==> src/rtl/rv_mem_pkg.sv <==
// Shared definitions for the I/D memory port arbiter: owner encoding and the
// response tag carried alongside every issued BRAM access.
package rv_mem_pkg;

    localparam logic OWN_I   = 1'b0;
    localparam logic OWN_D   = 1'b1;
    localparam int   WSTRB_W = 4;

    typedef struct packed {
        logic valid;
        logic owner;
        logic is_write;
    } rsp_tag_t;

    localparam int       TAG_W     = $bits(rsp_tag_t);
    localparam rsp_tag_t TAG_EMPTY = '{valid: 1'b0, owner: OWN_I, is_write: 1'b0};

endpackage

==> src/rtl/rr_arb2.sv <==
// Two-way round-robin arbiter; prio_r names the requester that wins the next tie
// and only moves when a grant is actually given.
module rr_arb2
    import rv_mem_pkg::*;
(
    input  logic       clk,
    input  logic       rst,
    input  logic [1:0] req,
    output logic [1:0] grant
);

    logic [1:0] grant_s;
    logic       prio_r;

    // grant selection; nothing is granted while reset is held
    always_comb begin
        grant_s = 2'b00;
        if (rst) begin
            grant_s = 2'b00;
        end else if (req[OWN_I] && (!req[OWN_D] || prio_r == OWN_I)) begin
            grant_s[OWN_I] = 1'b1;
        end else if (req[OWN_D]) begin
            grant_s[OWN_D] = 1'b1;
        end else begin
            grant_s = 2'b00;
        end
    end

    // priority pointer hands the next tie to whoever was not just served
    always_ff @(posedge clk or posedge rst) begin
        if (rst) begin
            prio_r <= OWN_I;
        end else if (grant_s[OWN_I]) begin
            prio_r <= OWN_D;
        end else if (grant_s[OWN_D]) begin
            prio_r <= OWN_I;
        end else begin
            prio_r <= prio_r;
        end
    end

    assign grant = grant_s;

endmodule

==> src/rtl/mem_port_arbiter.sv <==
// Shares one single-port BRAM between the fetch (I) and load/store (D) ports:
// zero-latency round-robin issue plus an in-order tag pipeline that routes responses.
module mem_port_arbiter
    import rv_mem_pkg::*;
#(
    parameter int ADDR_W  = 32,
    parameter int DATA_W  = 32,
    parameter int MEM_AW  = 12,
    parameter int MEM_LAT = 1
) (
    input  logic               clk,
    input  logic               rst,
    input  logic               i_req,
    input  logic [ADDR_W-1:0]  i_addr,
    output logic               i_ready,
    output logic               i_rvalid,
    output logic [DATA_W-1:0]  i_rdata,
    input  logic               d_req,
    input  logic [WSTRB_W-1:0] d_we,
    input  logic [ADDR_W-1:0]  d_addr,
    input  logic [DATA_W-1:0]  d_wdata,
    output logic               d_ready,
    output logic               d_rvalid,
    output logic [DATA_W-1:0]  d_rdata,
    output logic               mem_en,
    output logic [WSTRB_W-1:0] mem_we,
    output logic [MEM_AW-1:0]  mem_addr,
    output logic [DATA_W-1:0]  mem_wdata,
    input  logic [DATA_W-1:0]  mem_rdata,
    output logic               busy
);

    logic [1:0]             grant_s;
    rsp_tag_t               new_tag_s;
    rsp_tag_t               out_tag_s;
    rsp_tag_t [MEM_LAT-1:0] tag_r;
    logic                   unused_addr_s;

    rr_arb2 u_rr_arb2 (
        .clk   (clk),
        .rst   (rst),
        .req   ({d_req, i_req}),
        .grant (grant_s)
    );

    assign i_ready = grant_s[OWN_I];
    assign d_ready = grant_s[OWN_D];

    // Byte offset and bits above the BRAM window are dropped, so addresses wrap.
    assign unused_addr_s = ^{i_addr[ADDR_W-1:MEM_AW+2], i_addr[1:0],
                             d_addr[ADDR_W-1:MEM_AW+2], d_addr[1:0]};

    // issue mux: granted port drives the BRAM directly and builds its response tag
    always_comb begin
        mem_en    = 1'b0;
        mem_we    = {WSTRB_W{1'b0}};
        mem_addr  = {MEM_AW{1'b0}};
        mem_wdata = {DATA_W{1'b0}};
        new_tag_s = TAG_EMPTY;
        if (grant_s[OWN_D]) begin
            mem_en    = 1'b1;
            mem_we    = d_we;
            mem_addr  = d_addr[MEM_AW+1:2];
            mem_wdata = d_wdata;
            new_tag_s = '{valid: 1'b1, owner: OWN_D, is_write: (d_we != {WSTRB_W{1'b0}})};
        end else if (grant_s[OWN_I]) begin
            mem_en    = 1'b1;
            mem_addr  = i_addr[MEM_AW+1:2];
            new_tag_s = '{valid: 1'b1, owner: OWN_I, is_write: 1'b0};
        end else begin
            mem_en    = 1'b0;
        end
    end

    // tag shift register aligned with the BRAM read latency; reset drops in-flight tags
    always_ff @(posedge clk or posedge rst) begin
        if (rst) begin
            tag_r <= {MEM_LAT{TAG_EMPTY}};
        end else begin
            tag_r[0] <= new_tag_s;
            for (int k = 1; k < MEM_LAT; k++) begin
                tag_r[k] <= tag_r[k-1];
            end
        end
    end

    // response routing from the last tag stage; write acks return zero data
    always_comb begin
        out_tag_s = tag_r[MEM_LAT-1];
        busy      = 1'b0;
        for (int k = 0; k < MEM_LAT; k++) begin
            busy = busy | tag_r[k].valid;
        end
        i_rvalid = out_tag_s.valid & (out_tag_s.owner == OWN_I);
        d_rvalid = out_tag_s.valid & (out_tag_s.owner == OWN_D);
        if (i_rvalid) begin
            i_rdata = mem_rdata;
        end else begin
            i_rdata = {DATA_W{1'b0}};
        end
        if (d_rvalid && !out_tag_s.is_write) begin
            d_rdata = mem_rdata;
        end else begin
            d_rdata = {DATA_W{1'b0}};
        end
    end

endmodule

==> config.mk <==
export PLATFORM = sky130hd
export DESIGN_NAME = mem_port_arbiter
export DESIGN_NICKNAME = d
export VERILOG_FILES = /design/src/rtl/rv_mem_pkg.sv /design/src/rtl/rr_arb2.sv /design/src/rtl/mem_port_arbiter.sv
export SDC_FILE = /design/constraint.sdc
export NUM_CORES = 1
export LEC_CHECK = 0
export BUFFER_PORTS_ARGS = -buffer_cell sky130_fd_sc_hd__buf_2
export CAP_MARGIN = 20
export CORE_AREA = 5 5 97 99
export CTS_CLUSTER_DIAMETER = 50
export DETAILED_ROUTE_END_ITERATION = 8
export DIE_AREA = 0 0 102 104
export GPL_TIMING_DRIVEN = 0
export HOLD_SLACK_MARGIN = 0.12
export PLACE_DENSITY = 0.51
export REMOVE_ABC_BUFFERS = 1
export SYNTH_ARGS = -nofsm -noshare
export SYNTH_HDL_FRONTEND = slang
export SYNTH_SLANG_ARGS = --single-unit
==> constraint.sdc <==
create_clock -name clk -period 1.3 [get_ports clk]
set_input_delay 0.065 -clock clk [delete_from_list [all_inputs] [get_ports clk]]
set_output_delay 0.065 -clock clk [all_outputs]
set_load 0.01 [all_outputs]
==> summary.txt <==
Outcome
  • Run status: complete, but fails checks
  • Failing checks: negative setup slack

Detailed routing
  • Drt first pass iters: 4
  • Total Wirelength: 7.751 mm
  • WL per Instance: 15.88 um
  • DRC errors left: 0
  • Vias/cell: 4.107
  • Post-route ant nets: 0
  • Vias: 2,004
  • Iter 0 DRT Violations: 23

Setup path
  • Delay-heaviest family, CP: buffers and inverters
  • R2r setup slk: 40 ps
  • CP arrival: 1490 ps
  • CP startpoint kind: register
  • CP Max Fanout: 13
  • CP peak stage delay: 420 ps
  • Worst reg2reg path depth: 6
  • CP cell instances: buf_4, buf_12, a21oi_4, buf_12, a22o_1, buf_2
  • Worst Setup SP: u_rr_arb2.prio_r
  • Worst reg2reg endpoint: out_tag_s[0]
  • Crit path buffers/inverters: 4
  • Worst setup path endpoint: mem_addr[10]
  • Crit path required time: 1240 ps
  • CP Class: reg -> out
  • Crit path depth: 6
  • Max stage delay cell, worst path: dfrtp_2
  • Critical path endpoint category: output pin
  • CP dominant cell by count: buf_12
  • RR Startpoint: u_rr_arb2.prio_r

STA
  • Setup violators final: 114
  • Final slew viol count: 0
  • Final worst-path cycle share: 119.2%
  • RSZ-0062 raised after global routing: true
  • Post-Route Skew: 1.721 ps
  • Fin crit period: 1550 ps
  • Worst slew margin: 82.80%
  • Final Worst Setup Slack: -250.2 ps
  • FMAX: 0.6451 GHz
  • Final Hold Fails: 0
  • Setup TNS: -15,120 ps
  • Worst-Margin Slew: 258.0 ps
  • Worst hold slack: 223.5 ps

Die
  • Row count: 34
  • Chip width: 102 um
  • Core area: 8466 um2
  • IO Pins: 254
  • Initial Util: 12.40%
  • Die area: 10,610 um2
  • Die Ht: 104 um

Clocking
  • Worst skew pair latency: 210 ps
  • Root Buffer: clkbuf_8
  • Worst-case clock buffer depth: 2
  • Num CTS Buffers: 3
  • Reg clk slew, reported paths: 30 ps
  • CTS tree: yes
  • H-tree depth: 1
  • Clock sinks: 4

Logic synthesis
  • Synth Instances: 142
  • Simple-gate area share of the yosys netlist: 65.44%
  • Post-synthesis compound-gate area fraction: 15.26%
  • Number of flops mapped to enable cells by yosys: 0
  • Post-synthesis xor/xnor area fraction: 0%
  • Sequential area share after synthesis: 9.535%
  • Most frequent cells after synthesis: and2_1, a22o_2, and2_2
  • Area leader, netlist: and2_1
  • Count leader, synth: and2_1
  • Post-synth top area share: 55.42%
  • Post-synthesis async set-or-reset flop share: 100.0%
  • Largest family of logic cells by synthesized area: simple AND/OR/NAND/NOR gates
  • Post-synthesis mux area share: 0%
  • Synth Flop Type: dfrtp_1
  • Adder-Cell Fraction of Synth Area: 0%
  • Post-Syn Area: 1050 um2
  • Yosys cell types: 20
  • Yosys reg bits: 4
  • Synth area leaders: and2_1, a22o_2, dfrtp_1
  • Syn. warnings: 0
  • Syn Area/Cell: 7.393 um2

Power
  • Clock network fraction of total power: 17.0%
  • Worst ir drop on vdd: 0.0002218 V
  • Reg power frac: 10.3%
  • Sw Ratio: 34.43%
  • Power share of the combinational group: 72.7%
  • Pint: 0.0009885 W
  • Power Density: 458.8 nW/um2
  • Net load switching power: 0.0005191 W
  • Lkg Pwr: 1.816 nW

Placement
  • Placed instance area: 2173 um2
  • Placed insts: 452
  • Port bufs: 213
  • Routability cong.: 0.6802
  • Pre-CTS WS: -437.0 ps
  • HPWL after detailed placement: 5.071 mm

GRT
  • Global-route wire length before repair: 10.52 mm
  • Initial antenna violation count: 0
  • Grt ovf: 0
  • Largest net degree at the start of global routing: 16
  • Vias in the first global route: 2,064
  • Gr usage total: 12.45%

Layout
  • Ratio of cells with drive above 1 in the final layout: 86.32%
  • N_diodes: 0
  • Synth-to-layout area growth: 213.0%
  • Final std cells w/o fill: 488
  • Final #Nets: 518
  • Design Area, Final: 3286 um2

Flow run
  • Max_cap viols: 0

Worst hold path
  • Hold crit path type: in -> reg
placed cells by master (no fill, tap or decap):
master         count
nor2_1             2
buf_2            138
nand2b_4           1
and2b_4            4
nand2_1            1
dfrtp_2            2
o41a_2             1
a21oi_4            5
and2_1            37
buf_6             84
a22o_2             8
buf_4              6
nand2b_1           1
clkbuf_8           3
dfrtp_1            2
clkinvlp_4         1
inv_1              1
nor2b_4            1
and2_4            64
buf_12             5
clkbuf_16          1
a22o_4             2
o21ai_0            1
buf_8              2
a22o_1             2
dlygate4sd3_1      5
metal layers:
metal	vias up	global-route usage (%)	wire (um)
met5	-	0	0
met4	0	2.249	114
met3	10	3.353	1015
li1	933	-	-
met1	900	12.35	2507
met2	161	25.02	4113
through the flow:
step	util, %	power [W]
floorplan	-	0.0004248
global placement	25.47	0.0007591
detailed placement	25.67	0.0007772
CTS	34.69	0.001392
global route	38.81	0.001598
finish	38.81	0.001508
layout make-up:
| cell class | count | area (um2) |
|---|---|---|
| fill | 836 | 5180 |
| inverter | 2 | 11.26 |
| timing repair buffer | 241 | 1887 |
| clock buffer | 3 | 41.29 |
| sequential | 4 | 102.6 |
| multi-input combinational | 130 | 1109 |
| tap | 108 | 135.1 |
power groups by stage:
stage	combinational, W	sequential, W	clock, W
2_1_floorplan	0.000277	0.000147	0
3_3_place_gp	0.000611	0.000148	0
3_5_place_dp	0.000628	0.000149	0
4_1_cts	0.000968	0.000157	0.000266
5_1_grt	0.00117	0.000156	0.000271
6_report	0.00110	0.000155	0.000256
registers in the layout (all words and copies together) (netlist names):
| name | count |
|---|---|
| out_tag_s | 2 |
| busy | 1 |
| u_rr_arb2.prio_r | 1 |
worst register-to-register path, stage by stage, from the launching register on:
cell        delay, ps
dfrtp_2           380
clkinvlp_4        160
buf_4             180
a21oi_4           130
buf_6             120
buf_4             100
o41a_2            120
worst min-delay path by stage:
stage	from	to	slack, ps	cells after the start
detailed placement	rst	u_rr_arb2.prio_r	-20	2
CTS	d_req	busy	210	3
global route	d_req	busy	270	3
finish	d_req	busy	220	3
floorplan	rst	busy	-170	1
global placement	rst	u_rr_arb2.prio_r	-20	2
timing repair:
action,4_1_cts,5_1_grt
endpoints found under the setup margin,113,116
endpoints found under the hold margin,6,0
setup buffers,14,9
hold buffers,5,0
cloned,8,1
gates resized for setup,97,83
pin swaps,66,30
kinds of logic (layout without fill, tap and decap cells):
logic type | Yosys count | after routing
flops | 4 | 4
compound gates | 16 | 19
buf+inv | 14 | 246
simple gates | 108 | 111
No activity file was read; power rests on OpenSTA's default activity.
